[config.mk]
export PLATFORM = sky130hd
export DESIGN_NAME = multicycle_control
export DESIGN_NICKNAME = d
export VERILOG_FILES = /design/src/rtl/riscv_ctrl_pkg.sv /design/src/rtl/mem_wait_timer.sv /design/src/rtl/multicycle_control.sv
export SDC_FILE = /design/constraint.sdc
export NUM_CORES = 1
export LEC_CHECK = 0
export ABC_AREA = 1
export CORE_UTILIZATION = 50
export CTS_BUF_LIST = sky130_fd_sc_hd__clkbuf_8
export DETAILED_ROUTE_END_ITERATION = 6
export PLACE_DENSITY = 0.86
export SLEW_MARGIN = 20
export SYNTH_ARGS = -nofsm -noshare
export SYNTH_HDL_FRONTEND = slang
export SYNTH_SLANG_ARGS = --single-unit
[constraint.sdc]
create_clock -name clk -period 3.5 [get_ports clk]
set_input_delay 0.875 -clock clk [delete_from_list [all_inputs] [get_ports clk]]
set_output_delay 0.875 -clock clk [all_outputs]
set_load 0.01 [all_outputs]
[src/rtl/riscv_ctrl_pkg.sv]
// riscv_ctrl_pkg: shared opcodes, FSM state encodings and ALU op codes for the multicycle controller
package riscv_ctrl_pkg;
  typedef enum logic [2:0] {
    S_RST    = 3'd0,
    S_FETCH  = 3'd1,
    S_DECODE = 3'd2,
    S_EXEC   = 3'd3,
    S_MEM    = 3'd4,
    S_WB     = 3'd5,
    S_TRAP   = 3'd6
  } state_t;
  localparam logic [6:0] OP_RT  = 7'b0110011;
  localparam logic [6:0] OP_IT  = 7'b0010011;
  localparam logic [6:0] OP_LW  = 7'b0000011;
  localparam logic [6:0] OP_SW  = 7'b0100011;
  localparam logic [6:0] OP_BEQ = 7'b1100011;
  localparam logic [6:0] OP_JAL = 7'b1101111;
  localparam logic [1:0] ALU_ADD   = 2'b00;
  localparam logic [1:0] ALU_SUB   = 2'b01;
  localparam logic [1:0] ALU_FUNCT = 2'b10;
  function automatic logic op_legal(input logic [6:0] op, input logic en_jal);
    return (op inside {OP_RT, OP_IT, OP_LW, OP_SW, OP_BEQ}) || (en_jal && op == OP_JAL);
  endfunction
endpackage

[src/rtl/mem_wait_timer.sv]
// mem_wait_timer: counts memory wait cycles; expired flags the limit cycle still waiting
module mem_wait_timer #(
  parameter int TIMEOUT_W = 4
) (
  input  logic clk,
  input  logic rst_n,
  input  logic clr,
  input  logic busy,
  output logic expired
);
  logic [TIMEOUT_W-1:0] cnt;
  always_ff @(posedge clk or negedge rst_n) begin
    if (!rst_n) cnt <= '0;
    else if (clr) cnt <= '0;
    else if (busy) cnt <= cnt + 1'b1;
  end
  assign expired = busy && (&cnt);
endmodule

[src/rtl/multicycle_control.sv]
// multicycle_control: multicycle RISC-V style control FSM with memory-wait timeout and retire counter
module multicycle_control
  import riscv_ctrl_pkg::*;
#(
  parameter int TIMEOUT_W = 4,
  parameter int EN_JAL    = 1,
  parameter int RET_W     = 32
) (
  input  logic             clk,
  input  logic             rst_n,
  input  logic [6:0]       opcode,
  input  logic             zero,
  input  logic             mem_ready,
  output logic             pc_write,
  output logic             ir_write,
  output logic             iord,
  output logic             memread,
  output logic             memwrite,
  output logic             memtoreg,
  output logic             alusrc,
  output logic             regwrite,
  output logic             branch,
  output logic [1:0]       aluop,
  output logic             illegal,
  output logic [2:0]       state,
  output logic [RET_W-1:0] retired
);
  state_t     st, nxt;
  logic [6:0] op_q;
  logic       armed, waiting, expired, retire;
  assign waiting = st == S_FETCH || st == S_MEM;
  mem_wait_timer #(.TIMEOUT_W(TIMEOUT_W)) u_timer (
    .clk     (clk),
    .rst_n   (rst_n),
    .clr     (!waiting || mem_ready),
    .busy    (waiting && !mem_ready),
    .expired (expired)
  );
  always_comb begin
    nxt = st;
    case (st)
      S_RST:    nxt = armed ? S_FETCH : S_RST;
      S_FETCH:  nxt = mem_ready ? S_DECODE : expired ? S_TRAP : S_FETCH;
      S_DECODE: nxt = op_legal(opcode, EN_JAL != 0) ? S_EXEC : S_TRAP;
      S_EXEC:   nxt = op_q == OP_BEQ ? S_FETCH : (op_q == OP_LW || op_q == OP_SW) ? S_MEM : S_WB;
      S_MEM:    nxt = mem_ready ? (op_q == OP_LW ? S_WB : S_FETCH) : expired ? S_TRAP : S_MEM;
      S_WB:     nxt = S_FETCH;
      default:  nxt = S_TRAP;
    endcase
  end
  assign retire = nxt == S_FETCH && (st == S_EXEC || st == S_MEM || st == S_WB);
  // armed delays leaving RST by one edge so the first FETCH lands on the second edge after release
  always_ff @(posedge clk or negedge rst_n) begin
    if (!rst_n) begin
      st      <= S_RST;
      armed   <= 1'b0;
      op_q    <= '0;
      retired <= '0;
    end else begin
      st    <= nxt;
      armed <= 1'b1;
      if (st == S_DECODE) op_q <= opcode;
      if (retire) retired <= retired + 1'b1;
    end
  end
  always_comb begin
    pc_write = 1'b0;
    ir_write = 1'b0;
    iord     = 1'b0;
    memread  = 1'b0;
    memwrite = 1'b0;
    memtoreg = 1'b0;
    alusrc   = 1'b0;
    regwrite = 1'b0;
    branch   = 1'b0;
    aluop    = ALU_ADD;
    illegal  = 1'b0;
    case (st)
      S_FETCH: begin
        memread  = 1'b1;
        ir_write = mem_ready;
        pc_write = mem_ready;
      end
      S_EXEC: begin
        aluop    = op_q == OP_RT ? ALU_FUNCT : op_q == OP_BEQ ? ALU_SUB : ALU_ADD;
        alusrc   = op_q inside {OP_IT, OP_LW, OP_SW};
        branch   = op_q == OP_BEQ;
        pc_write = op_q == OP_JAL || (op_q == OP_BEQ && zero);
      end
      S_MEM: begin
        iord     = 1'b1;
        memread  = op_q == OP_LW;
        memwrite = op_q == OP_SW;
      end
      S_WB: begin
        regwrite = 1'b1;
        memtoreg = op_q == OP_LW;
      end
      S_TRAP:  illegal = 1'b1;
      default: ;
    endcase
  end
  assign state = st;
endmodule

; ---- Word level (Yosys, flattened, before mapping)
; Cells that the tools add are included.
[op_classes]
eq_ne = 19
addsub = 2
n_reduce_logical = 18
n_mux = 25
[ops]
columns = cell, count
row1 = "adder 32 x 1 -> 32 bit, second input constant", 1
row2 = "equality test 7 x 6 -> 1 bit, second input constant", 4
row3 = "equality test 7 bit, second input constant", 4
row4 = two-way mux 3 bit, 6
row5 = case mux 3 bit (6 select lines), 1
row6 = "equality test 7 x 2 -> 1 bit, second input constant", 2
row7 = "equality test 7 x 5 -> 1 bit, second input constant", 2
row8 = two-way mux 1 bit, 11
row9 = "equality test 3 bit, second input constant", 3
row10 = two-way mux 4 bit, 2
row11 = logical OR 1 bit, 7
row12 = "equality test 3 x 1 -> 1 bit, second input constant", 2
row13 = "equality test 3 x 2 -> 1 bit, second input constant", 2
row14 = two-way mux 2 bit, 3
row15 = nonzero test 5 bit, 1
row16 = "adder 4 x 1 -> 4 bit, second input constant", 1
row17 = logical AND 1 bit, 4
row18 = case mux 1 bit (2 select lines), 2
row19 = AND reduction 4 bit, 1
row20 = logical NOT 3 bit, 1
row21 = nonzero test 3 bit, 1
row22 = logical NOT 1 bit, 2
row23 = nonzero test 2 bit, 1
[totals]
reg_bits = 47
out_inout_bits = 47
word_cells = 69

; ---- Longest topological paths before layout
[depth]
ltp_word = 9
depth_mapped = 11

; ---- Hierarchy
; A second synthesis with hierarchy kept.
[unflattened]
cells_unflattened = 498
area_unflattened_um2 = 3225.6
[by_module_without_submodules]
columns = module, cells_each, area_per_inst_um2, n_inst
row1 = multicycle_control, 474, 3025.4, 1
row2 = mem_wait_timer, 24, 200.2, 1

; ---- Least setup slack after synthesis
; No wires, ideal clock.
[synth_timing]
path_kind = register -> output
from = register st[0] (netlist: state[0])
to = output port alusrc
path_slack_ps = 1419
arrival_ps = 1206
path_stages_with_launch = 5
required_ps = 2625
cell_sequence = dfrtp_1 > inv_2 > nor3_4 > inv_1 > nor3b_1
[synth_between]
elab_chain_cells = 2
[synth_rtl]
columns = item, line
row1 = "start, declared", multicycle_control.sv:28  ; state_t st, nxt;
row2 = "start signal, assigned", multicycle_control.sv:60  ; st <= nxt;
row3 = equality test 3 x 2 -> 1 bit, multicycle_control.sv:78  ; case (st)
row4 = two-way mux 1 bit, multicycle_control.sv:78
row5 = "end, declared", multicycle_control.sv:20  ; output logic alusrc,
; Every way passes these cells.

; ---- Worst setup path in the final report
[layout_timing]
from = input port zero
to = output port pc_write
[layout_between]
elab_chain_cells = 3
[layout_rtl]
columns = item, line
row1 = "start, declared", multicycle_control.sv:12  ; input logic zero,
row2 = logical AND 1 bit, multicycle_control.sv:88  ; pc_write = op_q == OP_JAL || (op_q == OP_BEQ && zero);
row3 = logical OR 1 bit, multicycle_control.sv:88
row4 = case mux 1 bit (2 select lines), multicycle_control.sv:78
row5 = "end, declared", multicycle_control.sv:14  ; output logic pc_write,
; Every way passes these cells.

==> summary.txt <==
Synthesis
  • Unique masters post-synth: 29
  • Multiplexer share of the synthesized area: 0
  • Adder-Cell Fraction of Synth Area: 0.00816
  • Syn avg cell area: 6.71 um^2
  • Synth Net Count: 470
  • Sequential cell area fraction in the yosys report: 0.384
  • YS warnings: 0
  • Synth Register Bits: 47
  • Area share of and/or/nand/nor cells after synthesis: 0.461
  • Post-Syn Instances: 457
  • Mapped cell area: 3070 um^2
  • Post-Synth XOR/XNOR Area: 0.0457
  • Largest family of logic cells by synthesized area: simple AND/OR/NAND/NOR gates
  • Compound-Gate Fraction of Synth Area: 0.0310

Power
  • Clock power frac: 0.386
  • Max rail drop VDD: 186 uV
  • P_int: 716 uW
  • Power share of the combinational group: 0.030
  • Sw Pwr: 214 uW
  • Pwr/cell area: 247 nW/um^2
  • Sequential group share of total power: 0.584
  • Leakage power: 0.00173 uW
  • Switching Fraction: 0.230

Clock tree
  • H-Tree Depth: 2
  • CTS tree: done
  • CTS Buffer Depth: 2
  • Root buffer cell: clkbuf_8
  • TritonCTS Buffers: 5
  • Clock slew at reported path FFs: 0.09 ns
  • Resize count post-CTS: 0
  • Post-CTS Setup Bufs: 0
  • Clk_lat worst skew: 0.31 ns
  • Clock sink count: 47
  • Cts hold-fix bufs: 0

Layout
  • Ant diodes: 0
  • Layout cells sized above 1: 0.0428
  • Area grow syn2layout: 22.9%
  • Nets: 526
  • Post-layout instance area: 3770 um^2
  • Layout Utilization: 0.637
  • FILL cells: 537
  • Finished Layout Cells: 589

Worst hold path
  • Hold depth: 1
  • Hold Crit Class: register to register

GRT
  • Largest net degree at the start of global routing: 48
  • Grt total ovfl: 0
  • Antenna violations before repair: 0
  • First-pass GRT wire length: 13.0 mm
  • Vias in the first global route: 2814
  • Gr usage total: 0.262

Critical path
  • Crit path kind: input pin to output pin
  • Arrival time worst endpoint: 2.22 ns
  • CP startpoint: zero
  • Worst r2r src: state[0]
  • CP endpoint kind: output pin
  • Crit start category: input pin
  • Worst setup path end: pc_write
  • Critical Path RT: 2.62 ns
  • Reg-to-Reg End: retired[11]
  • Crit-path max FO: 1
  • Path depth of the worst reg2reg path: 7
  • Worst R2R Setup Slack: 1.11 ns

Die
  • Core area: 5920 um^2
  • Die footprint: 6450 um^2
  • Die H: 80.3 um
  • Die span in x: 80.3 um
  • Initial core utilization: 0.518
  • Row cnt: 28
  • Io pins: 58

Timing
  • Tcrit/Tclk final: 0.884
  • Count of final hold-check violations: 0
  • Min Tclk post-route: 3.09 ns
  • FMAX: 0.323 GHz
  • Least-Margin Pin Slew: 0.682 ns
  • RSZ-0062 raised after global routing: no
  • Setup Viol. Count Final: 0
  • Setup Skew: 0.00996 ns
  • Final Max Tran Viols: 0
  • Hold_ws: 0.467 ns
  • Final setup TNS: 0 ns
  • Rel. slew slack: 0.544

Routing
  • Routed via count: 3122
  • Remaining DRCs: 0
  • Detailed Route Iter0 Violations: 252
  • Post-DRT Antenna Nets: 0
  • Vias/cell: 5.30
  • Wirelength per Cell: 13.3 um
  • DR pass1 iterations: 5
  • Routed WL: 7.82 mm

Placed design
  • GPL Wtd Cong: 0.931
  • Placed insts: 581
  • Post-DP HPWL: 5.77 mm
  • # port buffers: 57
  • DP Area: 3670 um^2

Outcome
  • Status: finished clean

Job
  • Max-cap violation count: 0
-- synth_stat cells --
cell,number,area share
nand3b_1,9,0.022
inv_2,2,0.0024
xnor2_1,5,0.014
a21oi_1,3,0.0049
a21oi_2,1,0.0029
dfrtp_1,47,0.38
nand3_2,1,0.0033
ha_1,2,0.0082
nand2_1,194,0.24
buf_6,6,0.022
nand2_2,2,0.0041
nand4_1,3,0.0061
buf_2,3,0.0049
nand3_1,47,0.077
nor2_4,2,0.0073
o2111ai_1,2,0.0057
nor2_2,1,0.0020
nor3_4,1,0.0053
nor3_1,6,0.0098
o31ai_1,1,0.0024
nor3b_1,1,0.0024
conb_1,1,0.0012
nand4_4,1,0.0069
o21ai_0,8,0.013
clkbuf_1,1,0.0012
nor2_1,63,0.077
inv_1,32,0.039
xor2_1,11,0.031
a31oi_1,1,0.0020
-- cells in the final DEF (no fill, tap or decap), types with 3 or more instances in the layout --
master           instances
nand2_1                194
nor2_1                  63
clkdlybuf4s50_1         56
nand3_1                 47
dfrtp_1                 47
inv_1                   32
xor2_1                  11
nand3b_1                 9
o21ai_0                  8
nor3_1                   6
clkbuf_8                 6
xnor2_1                  5
a21oi_1                  3
nand4_1                  3
-- worst max-delay path, cell delays in order --
cell             delay, ns
clkdlybuf4s50_1       0.46
nand2_1               0.05
o31ai_1               0.09
nand3_1               0.13
nand2_1               0.08
clkdlybuf4s50_1       0.53
-- how the worst min path moves through the flow --
stage                               from             end  slack (ns)
after floorplan           u_timer.cnt[0]  u_timer.cnt[0]        0.43
final                     u_timer.cnt[0]  u_timer.cnt[0]        0.47
after CTS                 u_timer.cnt[0]  u_timer.cnt[0]        0.47
after detailed placement  u_timer.cnt[0]  u_timer.cnt[0]        0.45
after global placement    u_timer.cnt[0]  u_timer.cnt[0]        0.45
after global routing      u_timer.cnt[0]  u_timer.cnt[0]        0.50
-- area by class of cell --
| class | count | area (um^2) | area share |
|---|---|---|---|
| multi-input cells | 366 | 1680 | 0.445 |
| flip-flops and latches | 47 | 1180 | 0.312 |
| repair buffers | 59 | 596 | 0.158 |
| inverters | 34 | 128 | 0.0339 |
| well taps | 75 | 93.8 | 0.0249 |
| clock buffers | 6 | 82.6 | 0.0219 |
| clock inverters | 2 | 16.3 | 0.00432 |
-- kinds of logic after synthesis --
kind of cell / count (synthesis)
simple gates: 331
buf+inv: 44
xor+xnor: 16
fa+ha+maj: 2
flops: 47
other cells: 1
compound gates: 16
-- flip-flops by register name, summed over array words and instances, names as in the netlist --
name,cells
u_timer.cnt,4
retired,32
armed,1
op_q,7
state,3
-- per-stage QoR --
step | power, uW | setup WS [ns]
finish | 930 | 0.406
detailed placement | 583 | 0.418
CTS | 942 | 0.417
floorplan | 558 | 1.42
global route | 962 | 0.347
global placement | 582 | 0.424
-- power by group through the flow --
stage	Sequential, uW	Clock [uW]	Combinational [uW]
after detailed placement	554	0	28.8
after global routing	543	386	32.2
final	543	359	28.4
after floorplan	554	0	4.11
after CTS	543	369	28.9
after global placement	554	0	28.0
-- routing by layer --
metal | routed length (um) | track usage | vias up | part of all wire
met4 | 71 | 0.0679 | 0 | 0.0091
met3 | 460 | 0.0307 | 5 | 0.059
met5 | 0 | 0 | - | 0
met1 | 3660 | 0.366 | 1461 | 0.47
li1 | - | - | 1551 | -
met2 | 3630 | 0.428 | 105 | 0.46
Note: power is estimated with default switching activity, not from simulation.
